`config.mk`:
```
export PLATFORM = sky130hd
export DESIGN_NAME = seq_muldiv
export DESIGN_NICKNAME = d
export VERILOG_FILES = /design/src/rtl/muldiv_pkg.sv /design/src/rtl/muldiv_negate.sv /design/src/rtl/seq_muldiv.sv
export SDC_FILE = /design/constraint.sdc
export NUM_CORES = 1
export LEC_CHECK = 0
export ABC_CLOCK_PERIOD_IN_PS = 8000
export CORE_MARGIN = 5
export CORE_UTILIZATION = 25
export DETAILED_ROUTE_END_ITERATION = 6
export PLACE_DENSITY = 0.39
export SYNTH_ARGS = -nofsm -noshare
export SYNTH_HDL_FRONTEND = slang
export SYNTH_SLANG_ARGS = --single-unit
```
`constraint.sdc`:
```
create_clock -name clk -period 8 [get_ports clk]
set_input_delay 1.6 -clock clk [delete_from_list [all_inputs] [get_ports clk]]
set_output_delay 1.6 -clock clk [all_outputs]
set_load 0.01 [all_outputs]
```
`src/rtl/muldiv_pkg.sv`:
```
// muldiv_pkg: shared encodings for the sequential multiply/divide unit.
//   OP_MUL / OP_DIV  - values of the op input
//   SIGN_SIGNED      - sign input value selecting two's-complement operands
//   state_e          - controller states IDLE / RUN / FIX
//   LATENCY          - start-to-done latency for the default operand width
// Optional feature macro: SEQ_MULDIV_EARLY_OUT_EN (consumed by seq_muldiv).
package muldiv_pkg;

    localparam logic OP_MUL = 1'b0;
    localparam logic OP_DIV = 1'b1;

    localparam logic [1:0] SIGN_SIGNED = 2'b01;

    typedef enum logic [1:0] {
        IDLE,
        RUN,
        FIX
    } state_e;

    localparam int unsigned WIDTH_DEFAULT = 32;
    localparam int unsigned LATENCY       = WIDTH_DEFAULT + 2;

endpackage

```
`src/rtl/muldiv_negate.sv`:
```
// muldiv_negate: conditional two's-complement negation.
//   en_i   - negate when high, pass through when low
//   val_i  - WIDTH-bit operand
//   val_o  - en_i ? -val_i : val_i
// Used both to take magnitudes on entry and to restore result signs.
module muldiv_negate #(
    parameter int unsigned WIDTH = 32
) (
    input  logic             en_i,
    input  logic [WIDTH-1:0] val_i,
    output logic [WIDTH-1:0] val_o
);

    always_comb begin
        val_o = en_i ? (~val_i + WIDTH'(1)) : val_i;
    end

endmodule

```
`src/rtl/seq_muldiv.sv`:
```
// seq_muldiv: multi-cycle multiply/divide unit, one bit per clock, HI/LO results.
//   clk, reset         - rising-edge clock, synchronous active-high reset
//   start, op, sign    - request strobe (taken only when idle), 0=mul/1=div, 2'b01=signed
//   A, B               - multiplicand/dividend, multiplier/divisor
//   busy, done         - busy while an operation is in flight, one-cycle done pulse
//   outHI, outLO       - product high/low or remainder/quotient, held until next completion
//   dbz                - divide-by-zero flag of the last completed operation
// Optional feature: define SEQ_MULDIV_EARLY_OUT_EN to skip the iterations when B==0.
module seq_muldiv
    import muldiv_pkg::*;
#(
    parameter int unsigned WIDTH = WIDTH_DEFAULT
) (
    input  logic             clk,
    input  logic             reset,
    input  logic             start,
    input  logic             op,
    input  logic [1:0]       sign,
    input  logic [WIDTH-1:0] A,
    input  logic [WIDTH-1:0] B,
    output logic             busy,
    output logic             done,
    output logic [WIDTH-1:0] outHI,
    output logic [WIDTH-1:0] outLO,
    output logic             dbz
);

    localparam int unsigned CntW = $clog2(WIDTH);

    state_e              state_q, state_d;
    logic [CntW-1:0]     cnt_q, cnt_d;
    logic                op_q, op_d;
    logic                neg_a_q, neg_a_d;     // dividend was negative (remainder sign)
    logic                res_neg_q, res_neg_d; // product / quotient must be negated
    logic                b_zero_q, b_zero_d;
    logic [WIDTH-1:0]    a_q, a_d;             // |A|, kept for the divide-by-zero remainder
    logic [WIDTH-1:0]    b_q, b_d;             // |B|
    logic [WIDTH-1:0]    hi_q, hi_d;           // partial product high / partial remainder
    logic [WIDTH-1:0]    lo_q, lo_d;           // multiplier bits / dividend-then-quotient bits
    logic                busy_q, busy_d;
    logic                done_q, done_d;
    logic [WIDTH-1:0]    out_hi_q, out_hi_d;
    logic [WIDTH-1:0]    out_lo_q, out_lo_d;
    logic                dbz_q, dbz_d;

    logic                neg_a_in, neg_b_in;
    logic [WIDTH-1:0]    abs_a, abs_b;
    logic [WIDTH:0]      mul_sum;
    logic [WIDTH:0]      div_shift;
    logic                div_ge;
    logic [WIDTH-1:0]    div_sub;
    logic [2*WIDTH-1:0]  prod_fix;
    logic [WIDTH-1:0]    quo_fix, rem_fix, rem_src;
    logic [WIDTH-1:0]    fix_hi, fix_lo;

    assign neg_a_in = (sign == SIGN_SIGNED) && A[WIDTH-1];
    assign neg_b_in = (sign == SIGN_SIGNED) && B[WIDTH-1];

    muldiv_negate #(.WIDTH(WIDTH)) u_abs_a (.en_i(neg_a_in), .val_i(A), .val_o(abs_a));
    muldiv_negate #(.WIDTH(WIDTH)) u_abs_b (.en_i(neg_b_in), .val_i(B), .val_o(abs_b));

    // Shift-add step: add multiplicand when the current multiplier bit is set, shift right.
    assign mul_sum = {1'b0, hi_q} + {1'b0, (lo_q[0] ? b_q : {WIDTH{1'b0}})};

    // Restoring divide step; when the subtraction succeeds the difference fits WIDTH bits.
    assign div_shift = {hi_q, lo_q[WIDTH-1]};
    assign div_ge    = div_shift >= {1'b0, b_q};
    assign div_sub   = div_shift[WIDTH-1:0] - b_q;

    // With B==0 the remainder is the dividend itself, which also covers the skipped-RUN case.
    assign rem_src = b_zero_q ? a_q : hi_q;

    muldiv_negate #(.WIDTH(2 * WIDTH)) u_neg_prod (
        .en_i (res_neg_q),
        .val_i({hi_q, lo_q}),
        .val_o(prod_fix)
    );
    muldiv_negate #(.WIDTH(WIDTH)) u_neg_quo (.en_i(res_neg_q), .val_i(lo_q), .val_o(quo_fix));
    muldiv_negate #(.WIDTH(WIDTH)) u_neg_rem (.en_i(neg_a_q), .val_i(rem_src), .val_o(rem_fix));

    always_comb begin
        fix_hi = rem_fix;
        fix_lo = b_zero_q ? {WIDTH{1'b1}} : quo_fix;
        if (op_q == OP_MUL) begin
            // A zero multiplier means a zero product even when RUN was skipped.
            {fix_hi, fix_lo} = b_zero_q ? {2 * WIDTH{1'b0}} : prod_fix;
        end
    end

    always_comb begin
        state_d   = state_q;
        cnt_d     = cnt_q;
        op_d      = op_q;
        neg_a_d   = neg_a_q;
        res_neg_d = res_neg_q;
        b_zero_d  = b_zero_q;
        a_d       = a_q;
        b_d       = b_q;
        hi_d      = hi_q;
        lo_d      = lo_q;
        busy_d    = busy_q;
        done_d    = 1'b0;
        out_hi_d  = out_hi_q;
        out_lo_d  = out_lo_q;
        dbz_d     = dbz_q;
        unique case (state_q)
            IDLE: begin
                if (start && !busy_q) begin
                    a_d       = abs_a;
                    b_d       = abs_b;
                    hi_d      = '0;
                    lo_d      = abs_a;
                    op_d      = op;
                    neg_a_d   = neg_a_in;
                    res_neg_d = neg_a_in ^ neg_b_in;
                    b_zero_d  = (B == '0);
                    cnt_d     = '0;
                    busy_d    = 1'b1;
`ifdef SEQ_MULDIV_EARLY_OUT_EN
                    state_d   = (B == '0) ? FIX : RUN;
`else
                    state_d   = RUN;
`endif
                end
            end
            RUN: begin
                if (op_q == OP_MUL) begin
                    {hi_d, lo_d} = {mul_sum, lo_q[WIDTH-1:1]};
                end else begin
                    hi_d = div_ge ? div_sub : div_shift[WIDTH-1:0];
                    lo_d = {lo_q[WIDTH-2:0], div_ge};
                end
                cnt_d = cnt_q + CntW'(1);
                if (cnt_q == CntW'(WIDTH - 1)) begin
                    cnt_d   = '0;
                    state_d = FIX;
                end
            end
            FIX: begin
                // First cycle registers the sign-corrected result, second publishes it.
                if (cnt_q == '0) begin
                    hi_d  = fix_hi;
                    lo_d  = fix_lo;
                    cnt_d = CntW'(1);
                end else begin
                    out_hi_d = hi_q;
                    out_lo_d = lo_q;
                    dbz_d    = (op_q == OP_DIV) && b_zero_q;
                    done_d   = 1'b1;
                    busy_d   = 1'b0;
                    cnt_d    = '0;
                    state_d  = IDLE;
                end
            end
            default: state_d = IDLE;
        endcase
    end

    always_ff @(posedge clk) begin
        if (reset) begin
            state_q   <= IDLE;
            cnt_q     <= '0;
            op_q      <= 1'b0;
            neg_a_q   <= 1'b0;
            res_neg_q <= 1'b0;
            b_zero_q  <= 1'b0;
            a_q       <= '0;
            b_q       <= '0;
            hi_q      <= '0;
            lo_q      <= '0;
            busy_q    <= 1'b0;
            done_q    <= 1'b0;
            out_hi_q  <= '0;
            out_lo_q  <= '0;
            dbz_q     <= 1'b0;
        end else begin
            state_q   <= state_d;
            cnt_q     <= cnt_d;
            op_q      <= op_d;
            neg_a_q   <= neg_a_d;
            res_neg_q <= res_neg_d;
            b_zero_q  <= b_zero_d;
            a_q       <= a_d;
            b_q       <= b_d;
            hi_q      <= hi_d;
            lo_q      <= lo_d;
            busy_q    <= busy_d;
            done_q    <= done_d;
            out_hi_q  <= out_hi_d;
            out_lo_q  <= out_lo_d;
            dbz_q     <= dbz_d;
        end
    end

    assign busy  = busy_q;
    assign done  = done_q;
    assign outHI = out_hi_q;
    assign outLO = out_lo_q;
    assign dbz   = dbz_q;

endmodule

```
# == Yosys cells after proc, flatten, opt, wreduce, memory -nomap -nowiden ==
# Cells that the tools add are included.
# totals
regBits,206
inputBits,70
out_inout_bits,67
wordCells,92
# op_classes
n_addsub,8
n_lt_le_gt_ge,1
n_eq_ne,10
mux,32
bitwise,8
reduce_logical,18
# op_table
operator,count
32-bit 2-to-1 mux,16
32-bit one-hot mux with 3 select lines,2
"32-bit by 1-bit adder with 32-bit output, second input constant",4
64-bit 2-to-1 mux,2
32-bit inverter,4
"64-bit by 1-bit adder with 64-bit output, second input constant",1
64-bit inverter,1
32-bit by 32-bit adder with 33-bit output,1
33-bit by 32-bit >= comparator with 1-bit output,1
32-bit logical NOT,1
32-bit subtractor,1
5-bit one-hot mux with 3 select lines,1
5-bit 2-to-1 mux,2
"2-bit inequality test, second input constant",4
4-bit AND reduction,2
2-bit 2-to-1 mux,3
2-bit one-hot mux with 3 select lines,1
2-bit AND reduction,3
3-bit AND reduction,2
"5-bit by 1-bit adder with 5-bit output, second input constant",1
"5-bit equality test, second input constant",1
5-bit logical NOT,1
"2-bit by 1-bit equality test with 1-bit output, second input constant",2
1-bit logical AND,4
12 further kinds,16

# == Depth between registers and ports, before layout ==
# Gate-level depths: netlist of the first run.
# depth
depth_word,7
mapped_depth,15
ltp_nobuf,13

# == By module ==
# A second synthesis of the first run with hierarchy kept.
# hier_totals
cells_unflattened,2494
area_unflattened_um2,18619.1
# by_module_without_submodules
module,instances,cells_each,area_per_inst_um2
seq_muldiv,1,1892,13862.0
muldiv_negate at u_abs_a ...,4,99,777.0
muldiv_negate at u_neg_prod,1,206,1649.1

# == Worst setup path after synthesis of the first run ==
# No wires, ideal clock.
# synth_path
path_kind,input to register
startpoint,input port A[2]
endpoint,register lo_q[29]
setup_time_ps,70
arrival_time_ps,4367
required_time_ps,7930
setup_slack_ps,3562
stages,9
path_cell_list,nor4_2 or4b_1 nand2b_4 or4_4 or4_4 o41ai_2 xor2_1 a221o_1 a21oi_1
# synth_via
elab_chain_len,5
# synth_rtl
element,line_no,rtl
from (decl),seq_muldiv.sv:19,"input logic [WIDTH-1:0] A,"
32-bit inverter,muldiv_negate.sv:15,val_o = en_i ? (~val_i + WIDTH'(1)) : val_i;
32-bit by 1-bit adder with 32-bit output,muldiv_negate.sv:15,
32-bit 2-to-1 mux,muldiv_negate.sv:15,
32-bit 2-to-1 mux,seq_muldiv.sv:108,if (start && !busy_q) begin
32-bit one-hot mux with 3 select lines,seq_muldiv.sv:106,unique case (state_q)
to (signal assigned),seq_muldiv.sv:186,lo_q <= lo_d;
to (decl),seq_muldiv.sv:39,"logic [WIDTH-1:0] lo_q, lo_d;"
# Every way passes these cells. The select of a mux whose other input is x is not followed.
# A chain may end at the register's enable or synchronous reset.

# == Final worst setup path of the first run ==
# layout_path
startpoint,register hi_q[5]
endpoint,register hi_q[30]
# layout_via
elab_chain_len,7
word_cells_on_any_way,16
classes_between,add/sub (4); order compare (1); mux (9); bitwise (2)
# layout_rtl
element,line_no,rtl
from (decl),seq_muldiv.sv:38,"logic [WIDTH-1:0] hi_q, hi_d;"
from (signal assigned),seq_muldiv.sv:185,hi_q <= hi_d;
64-bit inverter / 32-bit 2-to-1 mux (equally long branches),"muldiv_negate.sv:15, seq_muldiv.sv:71",
64-bit by 1-bit adder with 64-bit output / 32-bit inverter (equally long branches),muldiv_negate.sv:15,
64-bit 2-to-1 mux / 32-bit by 1-bit adder with 32-bit output (equally long branches),muldiv_negate.sv:15,
64-bit 2-to-1 mux / 32-bit 2-to-1 mux (equally long branches),"seq_muldiv.sv:86, muldiv_negate.sv:15",
32-bit 2-to-1 mux,seq_muldiv.sv:84,if (op_q == OP_MUL) begin
32-bit 2-to-1 mux,seq_muldiv.sv:141,if (cnt_q == '0) begin
32-bit one-hot mux with 3 select lines (*),seq_muldiv.sv:106,
# Every way passes the cells marked *; elsewhere a longest branch is shown, timed or not. The select of a mux whose other input is x is not followed.

==> metrics.md, run 1 <==
| Metric | Value |
|---|---|
| Final Hold Vio Count | 0 |
| CP Launch Type | flip-flop |
| Skew-Pair Late Insertion Delay | roughly 0.6 ns |
| Area leader, netlist | dfxtp_1 |
| Post-CTS Resized | 0 |
| 1st-pass router iterations | 5 |
| Layout Utilization | between 20 and 30% |
| Flop2flop setup slack | around 3.2 ns |
| Cts hold-fix bufs | 0 |
| Post-synth net total | 2500 |
| CTS tree | built |
| Starting Density | between 20 and 30% |
| GR Overflow Total | 0 |
| Drt first-iter violations | 1543 |
| Layout area overhead | 17.6% |
| Ports | between 100 and 150 |
| Detail Placement HPWL | about 57 mm |
| PD cells | about 310 nW/um^2 |
| Pre-CTS WS | between 2 and 3 ns |
| Core area | 67200 sq um |
| Vias in the first global route | 17268 |
| Clock Root Buffer | clkbuf_16 |
| Sw Pwr | between 3 and 4 mW |
| Post-CTS Setup Inserts | 0 |
| Netlist cell types | 89 |
| # clock sinks | between 200 and 250 |
| Fraction of layout cells with a size suffix above 1 | between 5 and 6% |
| Remaining antenna violation count | 0 |
| Fmax | 206 MHz |
| RSZ-0062 raised after global routing | no |
| Worst min path class | reg2reg |
| Slew Viols, Final | 0 |
| Synthesized area | 17000 sq um |
| Final Skew | around 0.025 ns |
| Critical R2R Launch | hi_q[5]$_SDFFE_PP0P_ |
| Fin nets | between 2000 and 3000 |
| Cell count after synthesis | 2353 |
| Final WL | around 75 mm |
| Die outline width | between 200 and 300 um |
| Combinational Power Share | ~54% |
| Pin count of the biggest net entering global routing | 85 |
| Final Critical Period | roughly 4.8 ns |
| Yosys top cell area share | approximately a quarter |
| WL/cell | between 20 and 25 um |
| Avg Cell Area, Syn | slightly above 7 sq um |
| Post-synth EDFFs | 0 |
| Seq/Total Area, Yosys | 24.3% |
| H-tree levels | 1 |
| Slew headroom | approximately a quarter |
| Crit. End Element | flip-flop |
| DRC violations left | 0 |
| Maximum vdd ir drop | between 150 and 200 uV |
| R2R depth | 11 |
| Share of power burned in registers | between 20% and 30% |
| FILL cells | between 7000 and 8000 |
| Synth warn | 0 |
| Die Height | ~270 um |
| Critical-path maximum fanout | 21 |
| Worst Hold Path Cells | 2 |
| Port buffer count | 136 |
| Period utilisation layout | about three fifths |
| Seq cells post-synth | 206 |
| Global-route wire length before repair | approximately 110 mm |
| Leakage | ~7 nW |
| Worst reg2reg path endpoint | hi_q[30]$_SDFFE_PP0P_ |
| Initial antenna violation count | 3 |
| Diodes inserted | 0 |
| Vias per cell | between 5 and 6 |
| Worst EP required | approximately 8.5 ns |
| Row count | 95 |
| Final setup fails | 0 |
| Inserted Clock Buffers | 28 |
| Top FF cell, synth | dfxtp_1 |
| Total power | approximately 6.1 mW |
| Via count | 17848 |
| Sw Share | between 40 and 50% |
| Worst setup margin | roughly 3.2 ns |
| Crit path arrival time | about 5.3 ns |
| Critical path class | reg2reg |
| Clock share of power | about a fifth |
| Hold Crit Start | outLO[4]$_SDFFE_PP0P_ |
| Dominant cells by area after synthesis | dfxtp_1, a21oi_1, nand2_1 |
| Clock Path Buffers | 3 |
| Full die area | 73100 sq um |
| Total GRT Usage | between 10% and 20% |
| Worst slew pin tran | 1.11 ns |
| Clk slew on worst S/H paths | 0.06 ns |
| Post-synth ARST share | 0% |
| Routability cong. | 0.842 |
| Internal cell power | approximately 3.1 mW |
| Final hold slack | 0.453 ns |
| Hold EP | outLO[4]$_SDFFE_PP0P_ |
| Status | complete, no violations |
| Fin Setup TNS | 0 ns |
| Maxcap violations | 0 |
-- critical path: stages, from the launching register on --
cell and delay (ns):
dfxtp_1 0.77, ha_1 0.34, and4_1 0.30, nand2_1 0.07, a21oi_1 0.36, nor3_1 0.18, o31ai_1 0.77, o211ai_1 0.17
buf_4 0.24, nand2_1 0.80, o221ai_1 0.33, a2111oi_4 0.40
-- final cells by class --
type,instances,area [sq um],area share (%)
flip-flops and latches,206,4130,20.7
repair buffers,175,1660,8.30
inverters,60,225,1.13
clock inverters,8,80.1,0.402
well taps,873,1090,5.48
clock buffers,43,817,4.10
multi-input cells,1907,11900,59.9
-- synth_stat cells (all sizes together), types with 12 or more instances --
cell type / n
a211oi: 71
a21o: 29
a21oi: 234
a221oi: 12
a22oi: 18
a311oi: 13
a31oi: 23
and2: 12
and3: 14
buf: 24
clkbuf: 156
dfxtp: 206
ha: 75
inv: 58
mux2: 19
mux2i: 49
nand2: 312
nand2b: 23
nand3: 59
nand4: 15
nor2: 237
nor3: 60
nor4: 33
o211ai: 34
o21a: 13
o21ai: 146
o31ai: 31
o41ai: 13
or2: 13
or3: 25
or4: 26
xnor2: 81
xor2: 85
-- logic make-up (layout without fill, tap and decap cells) --
family / after synthesis / after routing / synth area share (%)
buffers and inverters: 240 / 286 / 5.42
AO/OA/AOI/OAI: 726 / 726 / 27.5
XOR/XNOR: 166 / 166 / 8.58
multiplexers: 68 / 68 / 4.16
flip-flops: 206 / 206 / 24.3
adder cells (fa/ha/maj): 77 / 77 / 5.77
AND/OR/NAND/NOR: 870 / 870 / 24.3
-- state kept, by name, indices dropped and copies added (netlist names) --
| name | count |
|---|---|
| op_q | 1 |
| state_q | 2 |
| cnt_q | 5 |
| a_q | 32 |
| done | 1 |
| neg_a_q | 1 |
| res_neg_q | 1 |
| dbz | 1 |
| outHI | 32 |
| outLO | 32 |
| b_zero_q | 1 |
| lo_q | 32 |
| b_q | 32 |
| busy | 1 |
| hi_q | 32 |
-- cells in the final DEF, fill, tap and decap left out, drive strengths merged, types with 40 or more instances in the layout --
cell | Yosys | final
dfxtp | 206 | 206
mux2i | 49 | 49
clkbuf | 156 | 43
xnor2 | 81 | 81
inv | 58 | 59
nor2 | 237 | 237
buf | 24 | 40
a211oi | 71 | 71
o21ai | 146 | 146
xor2 | 85 | 85
a21oi | 234 | 234
nand3 | 59 | 59
ha | 75 | 75
nand2 | 312 | 312
clkdlybuf4s50 | 0 | 135
nor3 | 60 | 60
-- metrics by stage --
| stage | instances | area [sq um] |
|---|---|---|
| 6_report | 3272 | 19900 |
| 5_1_grt | 3272 | 19900 |
| 4_1_cts | 3272 | 19900 |
| 3_5_place_dp | 3221 | 19000 |
| 3_3_place_gp | 3221 | 19000 |
| 2_1_floorplan | 2353 | 17000 |
-- power by group through the flow --
stage	sequential, mW	combinational, mW	clock (mW)
after detailed placement	1.58	3.25	0
after floorplan	1.33	2.38	0
after global routing	1.59	3.59	1.33
after CTS	1.56	3.27	1.30
final	1.56	3.28	1.26
after global placement	1.58	3.26	0
-- how the worst max path moves through the flow --
stage	endpoint	cells past startpoint	from	slack, ns
2_1_floorplan	lo_q[29]$_SDFFE_PP0P_	9	A[2]	3.56
3_3_place_gp	lo_q[29]$_SDFFE_PP0P_	10	A[2]	2.80
3_5_place_dp	lo_q[29]$_SDFFE_PP0P_	10	A[2]	2.74
4_1_cts	hi_q[30]$_SDFFE_PP0P_	11	hi_q[5]$_SDFFE_PP0P_	3.24
5_1_grt	hi_q[30]$_SDFFE_PP0P_	11	hi_q[5]$_SDFFE_PP0P_	3.02
6_report	hi_q[30]$_SDFFE_PP0P_	11	hi_q[5]$_SDFFE_PP0P_	3.15
-- metal layers --
layer / vias to the layer above / global-route usage, % / share of wire, %
met4: 2 / 5.86 / 3.1
li1: 8603 / - / -
met1: 8598 / 26.1 / 45
met3: 117 / 3.54 / 5.9
met5: - / 0 / 0.017
met2: 528 / 32.1 / 46
No activity file was read; power rests on OpenSTA's default activity.
==> run 2: changes to the inputs <==
--- a/config.mk
+++ b/config.mk
@@ -5,11 +5,11 @@
 export SDC_FILE = /design/constraint.sdc
 export NUM_CORES = 1
 export LEC_CHECK = 0
-export ABC_CLOCK_PERIOD_IN_PS = 8000
+export ABC_CLOCK_PERIOD_IN_PS = 4400
 export CORE_MARGIN = 5
 export CORE_UTILIZATION = 25
 export DETAILED_ROUTE_END_ITERATION = 6
-export PLACE_DENSITY = 0.39
+export PLACE_DENSITY = 0.4
 export SYNTH_ARGS = -nofsm -noshare
 export SYNTH_HDL_FRONTEND = slang
 export SYNTH_SLANG_ARGS = --single-unit
==> constraint.sdc (replaced) <==
create_clock -name clk -period 4.4 [get_ports clk]
set_input_delay 0.88 -clock clk [delete_from_list [all_inputs] [get_ports clk]]
set_output_delay 0.88 -clock clk [all_outputs]
set_load 0.01 [all_outputs]
==> run 2 against run 1 <==
Sequential cell count stayed put. Combinational power rose by 96%. Cell count increased by 2.1%. Non-clock buffer count grew 73. Clock skew fell by 0.012 ns. Largest cell class unchanged. Clock-buffer cell count is 3 lower. Sequential power up 72%. Maximum frequency up 22%. Global-route usage is 0.23 points higher. Hold slack got worse by 0.0023 ns. Via count grew 1.5%. First-iteration DRC count rose by 0.91%.
==> metrics.md, run 2 (synthesized netlist as in run 1, its figures left out) <==
| Metric | Value |
|---|---|
| Flop2flop setup slack | 0.43 ns (-2.72 ns) |
| Final WL | 75.7 mm (+0.90%) |
| CTS tree | built |
| Starting Density | 25.2% (unchanged) |
| WL/cell | 22.7 um (-1.2%) |
| Clock Root Buffer | clkbuf_16 |
| Sw Pwr | 5.51 mW (+83%) |
| Routability cong. | 0.891 (+5.9%) |
| Commonest non-fill, non-tap cell in the layout | nand2_1 |
| Gr busiest metal | met2 |
| Final instance area | 20600 sq um (+3.2%) |
| Die outline width | 270 um (unchanged) |
| Fmax | 252 MHz (+22%) |
| GR Overflow Total | 0 (unchanged) |
| Clock Path Buffers | 3 (unchanged) |
| Clk slew on worst S/H paths | 0.06 ns (about the same) |
| Status | complete, no violations |
| Grt met3 use | 2.32% (-1.2 points) |
| Port buffer count | 136 (unchanged) |
| Skew-Pair Late Insertion Delay | 0.57 ns (-0.02 ns) |
| Drt first-iter violations | 1557 (+0.91%) |
| Die Height | 270 um (unchanged) |
| DRC violations left | 0 (unchanged) |
| Total GRT Usage | 19.8% (+0.23 points) |
| Pin count of the biggest net entering global routing | 177 (+110%) |
| Worst EP required | 4.86 ns (-3.61 ns) |
| Critical-path maximum fanout | 6 (-71%) |
| Fin Setup TNS | 0 ns (unchanged) |
| Slew Viols, Final | 0 (unchanged) |
| Core area | 67200 sq um (unchanged) |
| Maximum vdd ir drop | 244 uV (+33%) |
| Final Critical Period | 3.97 ns (-0.882 ns) |
| Layout area overhead | 21.4% |
| GR Util met1 | 27.5% (+1.4 points) |
| Fraction of layout cells with a size suffix above 1 | 8.71% (+2.9 points) |
| Placed Instance Area | 19700 sq um (+3.2%) |
| Maxcap violations | 0 (unchanged) |
| Total power | 11.5 mW (+88%) |
| Final Hold Vio Count | 0 (unchanged) |
| Vias per cell | 5.42 (-0.66%) |
| Leakage | 7.47 nW (+5.6%) |
| Worst min path class | reg2reg |
| PD cells | 556 nW/um^2 (+82%) |
| H-tree levels | 1 (unchanged) |
| Post-CTS Resized | 0 (unchanged) |
| Cts hold-fix bufs | 0 (unchanged) |
| Met2 track demand over resource | 32.3% (+0.23 points) |
| Clock share of power | 20.4% (-0.2 points) |
| Final setup fails | 0 (unchanged) |
| Initial antenna violation count | 0 (-3) |
| Crit. End Element | flip-flop |
| Remaining antenna violation count | 0 (unchanged) |
| Most frequent cells in the layout | nand2_1, nor2_1, a21oi_1 |
| Detail Placement HPWL | 58.5 mm (+2.5%) |
| Via count | 18109 (+1.5%) |
| Row count | 95 (unchanged) |
| RSZ-0062 raised after global routing | no |
| Fin nets | 2596 (+2.8%) |
| Slew headroom | 41.8% (+16 points) |
| CP Launch Type | flip-flop |
| 1st-pass router iterations | 5 (unchanged) |
| Post-CTS Setup Inserts | 0 (unchanged) |
| Global-route wire length before repair | 114 mm (+1.7%) |
| Inserted Clock Buffers | 26 (-7.1%) |
| Full die area | 73100 sq um (unchanged) |
| Vias in the first global route | 17579 (+1.8%) |
| Share of power burned in registers | 23.5% (-2.1 points) |
| Worst slew pin tran | 0.868 ns (-0.247 ns) |
| Combinational Power Share | 56.1% (+2.3 points) |
| Crit path arrival time | 4.43 ns (-0.89 ns) |
| Ports | 137 (unchanged) |
| # clock sinks | 206 (unchanged) |
| Critical path class | reg2reg |
| Sw Share | 48.1% (-1.2 points) |
| FILL cells | 7288 (-0.26%) |
| Period utilisation layout | 90.1% (+30 points) |
| Final Skew | 0.0124 ns (-0.0122 ns) |
| Internal cell power | 5.94 mW (+92%) |
run 2: cell type report:
type / count / area [sq um] / area share, %
clock buffer: 40 / 813 / 3.95
timing repair buffer: 248 / 2280 / 11.1
tap: 873 / 1090 / 5.31
inverter: 60 / 225 / 1.09
multi-input combinational: 1907 / 11900 / 58.0
clock inverter: 7 / 109 / 0.529
sequential: 206 / 4130 / 20.1
antenna: 1 / 2.50 / 0.0122
run 2: metrics by stage:
stage	util [%]	setup WS (ns)	hold slack, ns	instances
floorplan	-	0.140	0.432	2353
global placement	29.3	0.119	0.448	3294
detailed placement	29.3	0.106	0.446	3294
CTS	30.6	0.405	0.454	3341
global route	30.6	0.235	0.472	3341
finish	30.6	0.434	0.451	3342
run 2: path summary, 6_finish.rpt:
check                          from                      to  depth (start not counted)
max            lo_q[0]$_SDFFE_PP0P_   hi_q[30]$_SDFFE_PP0P_                         11
min          outHI[23]$_SDFFE_PP0P_  outHI[23]$_SDFFE_PP0P_                          2
max reg2reg    lo_q[0]$_SDFFE_PP0P_   hi_q[30]$_SDFFE_PP0P_                         11
min reg2reg  outHI[23]$_SDFFE_PP0P_  outHI[23]$_SDFFE_PP0P_                          2
run 2: metal layers:
metal | part of all wire (%) | up-vias
met5 | 0 | -
met4 | 2.8 | 0
met2 | 46 | 543
met1 | 47 | 8715
met3 | 5.0 | 100
li1 | - | 8751
run 2: power groups by stage:
stage	registers [mW]	logic (mW)	clock network [mW]
after floorplan	2.42	4.32	0
after global placement	2.72	6.38	0
after detailed placement	2.72	6.37	0
after CTS	2.68	6.40	2.41
after global routing	2.73	7.01	2.48
final	2.69	6.42	2.34
run 2: worst max-delay path, stage by stage, from the launching register on:
cell,delay [ns]
dfxtp_1,0.31
clkinv_1,0.08
ha_1,0.26
or4b_4,0.53
or4_4,0.54
nor4_4,0.53
nand3_2,0.25
o41a_1,0.37
mux2i_1,0.28
nor3b_1,0.09
mux2_2,0.31
a2111oi_4,0.31
